<file path="src/rtl/rr_decode_arbiter_if.sv">
// Request/grant bundle between the requesting agents
// and the round-robin decoded-select arbiter.
interface rr_decode_arbiter_if;
  logic [7:0] req;
  logic       done;
  logic [7:0] gnt;
  logic [2:0] gnt_idx;
  logic       gnt_valid;
  logic       timeout;

  modport master (
    output req,
    output done,
    input  gnt,
    input  gnt_idx,
    input  gnt_valid,
    input  timeout
  );

  modport slave (
    input  req,
    input  done,
    output gnt,
    output gnt_idx,
    output gnt_valid,
    output timeout
  );
endinterface

</file>
<file path="src/rtl/rr_decode_arbiter.sv">
// Eight-way round-robin arbiter driving a 3-to-8 decoded
// select; grants held until done, owner drop or timeout.
module rr_decode_arbiter #(
  parameter int TIMEOUT = 16
) (
  input logic                 clk,
  input logic                 rst,
  rr_decode_arbiter_if.slave  bus
);

  typedef enum logic {
    S_IDLE,
    S_GRANT
  } state_e;

  localparam bit TO_EN = (TIMEOUT != 0);
  localparam logic [7:0] TO_LAST =
    TO_EN ? 8'(TIMEOUT - 1) : 8'd0;

  state_e     state_q;
  logic [2:0] last_q;
  logic [7:0] cnt_q;
  logic [7:0] gnt_q;
  logic [2:0] idx_q;
  logic       valid_q;
  logic       to_q;

  logic       win_vld_d;
  logic [2:0] win_d;
  logic       rel_d;
  logic       to_hit_d;

  function automatic logic [7:0] dec3to8(
    input logic [2:0] s
  );
    logic [7:0] y;
    case (s)
      3'd0:    y = 8'h01;
      3'd1:    y = 8'h02;
      3'd2:    y = 8'h04;
      3'd3:    y = 8'h08;
      3'd4:    y = 8'h10;
      3'd5:    y = 8'h20;
      3'd6:    y = 8'h40;
      default: y = 8'h80;
    endcase
    return y;
  endfunction

  // Search upward from the slot after the last owner,
  // wrapping naturally through the 3-bit sum.
  always_comb begin
    win_vld_d = 1'b0;
    win_d     = 3'd0;
    for (int k = 1; k <= 8; k++) begin
      if (!win_vld_d && bus.req[last_q + 3'(k)]) begin
        win_vld_d = 1'b1;
        win_d     = last_q + 3'(k);
      end
    end
  end

  always_comb begin
    rel_d    = bus.done || !bus.req[idx_q];
    to_hit_d = TO_EN && (cnt_q == TO_LAST);
  end

  always_ff @(posedge clk) begin
    if (rst) begin
      state_q <= S_IDLE;
      last_q  <= 3'd7;
      cnt_q   <= 8'd0;
      gnt_q   <= 8'h00;
      idx_q   <= 3'd0;
      valid_q <= 1'b0;
      to_q    <= 1'b0;
    end else begin
      to_q <= 1'b0;
      case (state_q)
        S_IDLE: begin
          if (win_vld_d) begin
            state_q <= S_GRANT;
            gnt_q   <= dec3to8(win_d);
            idx_q   <= win_d;
            valid_q <= 1'b1;
            last_q  <= win_d;
            cnt_q   <= 8'd0;
          end
        end
        S_GRANT: begin
          // done and drop outrank timeout
          if (rel_d || to_hit_d) begin
            state_q <= S_IDLE;
            gnt_q   <= 8'h00;
            valid_q <= 1'b0;
            to_q    <= !rel_d;
          end else begin
            cnt_q <= cnt_q + 8'd1;
          end
        end
        default: begin
          state_q <= S_IDLE;
          gnt_q   <= 8'h00;
          valid_q <= 1'b0;
        end
      endcase
    end
  end

  assign bus.gnt       = gnt_q;
  assign bus.gnt_idx   = idx_q;
  assign bus.gnt_valid = valid_q;
  assign bus.timeout   = to_q;

endmodule

</file>
<file path="src/flat_wrapper.sv">
// flat-port wrapper written by rule: the top's interface ports become plain ports
module rr_decode_arbiter_flat 
#(
  parameter int TIMEOUT = 16
)
  (clk, rst, bus_req, bus_done, bus_gnt, bus_gnt_idx, bus_gnt_valid, bus_timeout);
  rr_decode_arbiter_if bus_i ();
  input logic clk;
  input logic rst;
  input wire logic [$bits(bus_i.req)-1:0] bus_req;
  input wire logic [$bits(bus_i.done)-1:0] bus_done;
  output wire logic [$bits(bus_i.gnt)-1:0] bus_gnt;
  output wire logic [$bits(bus_i.gnt_idx)-1:0] bus_gnt_idx;
  output wire logic [$bits(bus_i.gnt_valid)-1:0] bus_gnt_valid;
  output wire logic [$bits(bus_i.timeout)-1:0] bus_timeout;
  assign bus_i.req = bus_req;
  assign bus_i.done = bus_done;
  assign bus_gnt = bus_i.gnt;
  assign bus_gnt_idx = bus_i.gnt_idx;
  assign bus_gnt_valid = bus_i.gnt_valid;
  assign bus_timeout = bus_i.timeout;
  rr_decode_arbiter #(.TIMEOUT(TIMEOUT)) u_core (.clk(clk), .rst(rst), .bus(bus_i));
endmodule
</file>
<file path="config.mk">
export PLATFORM = sky130hd
export DESIGN_NAME = rr_decode_arbiter_flat
export DESIGN_NICKNAME = d
export VERILOG_FILES = /design/src/rtl/rr_decode_arbiter_if.sv /design/src/rtl/rr_decode_arbiter.sv /design/src/flat_wrapper.sv
export SDC_FILE = /design/constraint.sdc
export NUM_CORES = 1
export LEC_CHECK = 0
export CORE_MARGIN = 2
export CORE_UTILIZATION = 40
export CTS_CLUSTER_SIZE = 10
export DETAILED_ROUTE_END_ITERATION = 8
export GPL_ROUTABILITY_DRIVEN = 1
export PLACE_DENSITY = 0.67
export SETUP_SLACK_MARGIN = 0.15
export SYNTH_ARGS = -nofsm -noshare
export SYNTH_HDL_FRONTEND = slang
export SYNTH_SLANG_ARGS = --single-unit
export TNS_END_PERCENT = 1
</file>
<file path="constraint.sdc">
create_clock -name clk -period 4.08 [get_ports clk]
set_clock_uncertainty 0.1 [all_clocks]
set_input_delay 0.816 -clock clk [delete_from_list [all_inputs] [get_ports clk]]
set_output_delay 0.816 -clock clk [all_outputs]
set_load 0.02 [all_outputs]
</file>
Word-level counts from Yosys, hierarchy flattened --
Cells that the tools add are included.
Word-level totals: register bits 25, bits in latches 0, bits in writable memories 0, memory bits (read-only) 0, input bits 11, output and inout bits 13, word-level logic and storage cells 106, memories kept 0
Cells by class: add/sub/neg operators 8, multiply operators 0, div/mod/pow operators 0, magnitude comparators 9, equality and inequality tests 10, shift operators 0, multiplexer cells 47, bitwise operators 2, reductions and logical operators 23
Operator list (number):
- 8-bit one-hot mux with 7 select lines | 1
- 3-bit by 4-bit < comparator with 1-bit output, second input constant | 9
- 8-bit 2-to-1 mux | 4
- 8-bit one-hot mux with 2 select lines | 2
- 1-bit binary-select mux with 3-bit select | 9
- 3-bit 2-to-1 mux | 8
- 1-bit 2-to-1 mux | 21
- 3-bit adder, second input constant | 4
- 3-bit == test, second input constant | 3
- 1-bit logical NOT | 9
- 8-bit by 1-bit adder with 8-bit output, second input constant | 1
- 8-bit by 4-bit == test with 1-bit output, second input constant | 1
- 1-bit logical AND | 7
- 3-bit by 2-bit adder with 3-bit output, second input constant | 2
- 3-bit by 2-bit == test with 1-bit output, second input constant | 2
- 2-bit AND reduction | 3
- 2-bit != test, second input constant | 2
- 1-bit one-hot mux with 2 select lines | 2
- 3-bit by 1-bit adder with 3-bit output, second input constant | 1
- 3-bit by 1-bit == test with 1-bit output, second input constant | 1
- 3-bit logical NOT | 1
- 3-bit OR reduction | 1
- 1-bit logical OR | 2
- 2-bit by 1-bit != test with 1-bit output, second input constant | 1
- 1-bit NOT | 2

Depth between registers and ports, before layout --
word-level depth 29, depth in mapped cells 14, mapped depth without buffers 9

Worst setup path before layout --
No wires, ideal clock.
path type reg2reg, start register u_core.last_q[1], end register u_core.gnt_q[0], in the netlist u_core.bus.gnt[0], library setup time 0.087 ns, arrival time 3.193 ns, data required time 3.893 ns, slack 0.699 ns, cell stages (with the launch flop) 13, buffers on the path 3, clock period less this slack 3.381 ns, cells stage by stage dfxtp_1 buf_2 clkbuf_1 inv_1 ha_1 buf_6 mux2_2 mux2_2 o221a_2 a21o_1 a2111o_1 a211o_1 o31ai_1
Between the ends: cells in the longest elaborated chain, start to end 29, elaborated cells between the ends (all ways) 65, classes of those cells 7 x add/sub; 7 x eq/ne; 35 x mux; 16 x reduce/logical
Ends and longest elaborated chain:
- start: declaration | line rr_decode_arbiter.sv:21 | logic [2:0] last_q;
- start signal: assignment | line rr_decode_arbiter.sv:86 | last_q <= win_d;
- 3-bit by 1-bit adder with 3-bit output | line rr_decode_arbiter.sv:56, rr_decode_arbiter.sv:58
- 1-bit binary-select mux with 3-bit select | line rr_decode_arbiter.sv:56 | if (!win_vld_d && bus.req[last_q + 3'(k)]) begin
- 1-bit 2-to-1 mux (implied by the code) | line rr_decode_arbiter.sv:56
- 1-bit 2-to-1 mux | line rr_decode_arbiter.sv:56
- 1-bit logical NOT | line rr_decode_arbiter.sv:56
- 1-bit logical AND | line rr_decode_arbiter.sv:56
- 1-bit 2-to-1 mux | line rr_decode_arbiter.sv:56
- 1-bit logical NOT | line rr_decode_arbiter.sv:56
- (+13 left out)
- 1-bit 2-to-1 mux | line rr_decode_arbiter.sv:56
- 1-bit logical NOT | line rr_decode_arbiter.sv:56
- 1-bit logical AND | line rr_decode_arbiter.sv:56
- 3-bit 2-to-1 mux | line rr_decode_arbiter.sv:56
- 3-bit == test (tied with other cells) | line rr_decode_arbiter.sv:37 | case (s)
- 8-bit one-hot mux with 7 select lines | line rr_decode_arbiter.sv:37
- 8-bit 2-to-1 mux | line rr_decode_arbiter.sv:81 | if (win_vld_d) begin
- 8-bit one-hot mux with 2 select lines | line rr_decode_arbiter.sv:79 | case (state_q)
- end signal: assignment | line rr_decode_arbiter.sv:83 | gnt_q <= dec3to8(win_d);
- end: declaration | line rr_decode_arbiter.sv:23 | logic [7:0] gnt_q;
Several ways; a longest one is shown, not always the timed one. The select of a mux whose other input is x is not followed. A chain may end at the register's enable or synchronous reset.

Worst setup path after layout --
start input bus_req[2], end register u_core.cnt_q[1]
Between the ends: cells in the longest elaborated chain, start to end 26, elaborated cells between the ends (all ways) 46, classes of those cells 2 x eq/ne; 26 x mux; 18 x reduce/logical
Ends and longest elaborated chain:
- start: declaration | line flat_wrapper.sv:10 | input wire logic [$bits(bus_i.req)-1:0] bus_req;
- 1-bit binary-select mux with 3-bit select | line rr_decode_arbiter.sv:56
- 1-bit 2-to-1 mux (implied by the code) | line rr_decode_arbiter.sv:56
- 1-bit 2-to-1 mux | line rr_decode_arbiter.sv:56
- 1-bit logical NOT | line rr_decode_arbiter.sv:56
- 1-bit logical AND | line rr_decode_arbiter.sv:56
- 1-bit 2-to-1 mux | line rr_decode_arbiter.sv:56
- 1-bit logical NOT | line rr_decode_arbiter.sv:56
- 1-bit logical AND | line rr_decode_arbiter.sv:56
- (+10 left out)
- 1-bit logical NOT | line rr_decode_arbiter.sv:56
- 1-bit logical AND | line rr_decode_arbiter.sv:56
- 1-bit 2-to-1 mux | line rr_decode_arbiter.sv:56
- 1-bit logical NOT | line rr_decode_arbiter.sv:56
- 1-bit logical AND | line rr_decode_arbiter.sv:56
- 1-bit 2-to-1 mux | line rr_decode_arbiter.sv:56
- 2-bit by 1-bit != test with 1-bit output (no source line)
- 2-bit AND reduction (no source line) (*)
- end signal: assignment | line rr_decode_arbiter.sv:98 | cnt_q <= cnt_q + 8'd1;
- end: declaration | line rr_decode_arbiter.sv:22 | logic [7:0] cnt_q;
Mark *: on every way between the ends. The rest lies on a longest branch, timed or not. The select of a mux whose other input is x is not followed.

==> results.md <==
- Avg WL per Cell: 16.6 um
- Status: finished clean
- P_int: 1.13 mW
- Antenna diodes: 0
- PD cells: 835 mW/mm^2
- Number of H-tree levels: 1
- Hold crit path type: reg -> reg
- Yosys top cell by area: dfxtp_1
- Reg2reg start: u_core.last_q[0]
- DRT antenna net count: 0
- Critical-path cell list: clkdlybuf4s50_1 -> mux4_2 -> mux2_4 -> nor4_4 -> a31o_1 -> buf_4 -> nand3_1 -> a21oi_1
- Ports: 24
- Crit path DAT: 3.68 ns
- Share of cells above drive strength 1: 20.5%
- Clk buf depth: 2
- Area grow syn2layout: 13.9%
- Vias per std cell: 6.06
- Synthesized instance count: 248
- Die W: 80.4 um
- Yosys top cell area share: 21.4%
- Synth async-reset ratio: 0%
- CTS resizes: 0
- FF-to-FF setup slack: 0.68 ns
- Sw frac: 48.9%
- Initial detailed-routing violation count: 173
- Yosys synthesis warning count: 0
- Post-synth EDFFs: 0
- Vias in the first global route: 1,964
- Vias: 2,037
- Final hold viol count: 0
- DR pass1 iterations: 4
- Worst setup startpoint: bus_req[2]
- Global route hottest layer: met2
- Number of remaining DRC errors: 0
- Clock slew at reported path FFs: 0.08 ns
- Hold WS: 0.360 ns
- Worst EP required: 4.17 ns
- Most frequent cell after synthesis: nand2_1
- Leakage power: 0.930 nW
- Setup-failing EPs final: 0
- Prevailing post-synth register cell: dfxtp_1
- Num CTS Buffers: 3
- Synth cell types: 63
- Initial antenna violation count: 0
- Crit-path max FO: 13
- Flip-flop and latch count after synthesis: 25
- RSZ-0062 raised after global routing: no
- Setup Fix Bufs, Post-CTS: 0
- Met1 Usage GRT: 26.1%
- Worst slew pin tran: 0.595 ns
- Max_slew headroom: 60.2%
- Top post-synthesis cells by area: dfxtp_1 (21%), mux4_2 (16%), mux2_2 (4.3%)
- GR Layer Usage met3: 3.93%
- DP Wirelength: 4160 um
- CP max-delay cell: clkdlybuf4s50_1
- First-pass GRT wire length: 9460 um
- Cts hold-fix bufs: 0
- NetSw: 1.09 mW
- Syn Area/Cell: 9.42 um^2
- Remaining Overflow, GRT: 0
- Number of port buffers: 23
- Crit path capture type: register
- Setup TNS: 0 ns
- # rows: 27
- CTS tree: built
- Seq pwr share: 15.3%
- Wirelength, routed: 5570 um
- Largest net degree at the start of global routing: 28
- Met2 usage: 29.3%
- Post-Syn Nets: 262
- Post-synth top cells: nand2_1 (27), dfxtp_1 (25), mux4_2 (17)
- Sinks on Clock Net: 25
- Clock Power Share: 6.3%
- Peak supply drop: 0.000546 V
- Max Freq: 0.278 GHz
- Die height: 80.4 um
- WS Path Type: in -> reg
- Sequential area share after synthesis: 21.4%
- Crit path max-delay family: multiplexers
- Initial core utilization: 41.9%
- Hold Path Origin: u_core.bus.gnt[7]
- Die area: 0.00647 mm^2
- Post-Syn Area: 0.00234 mm^2
- Worst path bufs/invs: 2
- Clock Latency Late Sink: 0.26 ns
- Slowest stage delay, CP: 0.64 ns
- Max Slew Vio Count: 0
- GPL Wtd Cong: 0.858
- Max cap viols: 0
- Core ar.: 0.00557 mm^2
- Tot Pwr: 2.22 mW
- Final Cycle Share: 88.1%
- Crit path time final: 3.59 ns
- CTS root buf: clkbuf_8
- Logic pwr share: 78.3%
- Startpoint Class: primary input
- All-Layer GR Usage: 18.4%
- Nets: 279
## cell families (layout without fill, tap and decap cells)
logic type	count (synthesis)	count (layout)	share of synthesized area, %
adder cells (fa/ha/maj)	3	3	1.61
AND/OR/NAND/NOR	79	79	17.9
flip-flops	25	25	21.4
buffers and inverters	30	46	6.26
multiplexers	39	39	28.8
XOR/XNOR	10	10	4.07
AO/OA/AOI/OAI	62	62	19.9
## cells in the final DEF (no fill, tap or decap), drive strengths merged, types with 3 or more instances in the layout
cell type,instances
a2111oi,4
a211oi,5
a21oi,16
and2,4
buf,9
clkbuf,4
clkdlybuf4s50,23
dfxtp,25
ha,3
inv,10
mux2,11
mux2i,8
mux4,20
nand2,27
nand3,11
nor2,16
nor2b,3
nor4,3
nor4b,3
o21ai,5
o31ai,9
or2,5
xnor2,7
xor2,3
## stage by stage
step                      std cells  utilization, %  worst slack [ns]  area [um^2]
after floorplan                 248               -             0.699         2340
after global placement          332            46.9             0.286         2620
after detailed placement        332            46.9             0.251         2620
after CTS                       336            47.7             0.524         2660
after global routing            336            47.7             0.339         2660
final                           336            47.7             0.485         2660
## power by group through the flow
| stage | registers, mW | logic (mW) | clock network, mW |
|---|---|---|---|
| after floorplan | 0.389 | 1.28 | 0 |
| after global placement | 0.346 | 1.68 | 0 |
| after detailed placement | 0.347 | 1.71 | 0 |
| after CTS | 0.342 | 1.72 | 0.147 |
| after global routing | 0.349 | 1.88 | 0.155 |
| final | 0.340 | 1.74 | 0.141 |
## flip-flops by register name, indices dropped and copies added, names as in the netlist
signal,count
u_core.state_q,1
u_core.bus.gnt,8
u_core.bus.timeout,1
u_core.bus.gnt_valid,1
u_core.cnt_q,8
u_core.last_q,3
u_core.bus.gnt_idx,3
## worst min-delay path: stages (launching register included)
cell     delay, ns
dfxtp_1       0.33
nand2_1       0.05
o31ai_1       0.05
## cell type report
class                   count  area [um^2]
fillers                   550         2910
inverters                  10         37.5
repair buffers             32          298
multi-input cells         193         1690
flip-flops and latches     25          500
well taps                  72         90.1
clock buffers               4         45.0
## metal layers
layer,wire length (um),vias up
li1,-,979
met1,2520,972
met2,2540,78
met3,435,8
met4,74,0
met5,0,-
## path summary, 6_finish.rpt
path                        to  depth (start not counted)
min          u_core.bus.gnt[7]                          2
max            u_core.cnt_q[1]                          8
min reg2reg  u_core.bus.gnt[7]                          2
max reg2reg  u_core.bus.gnt[0]                          9
No activity file was read; power rests on OpenSTA's default activity.
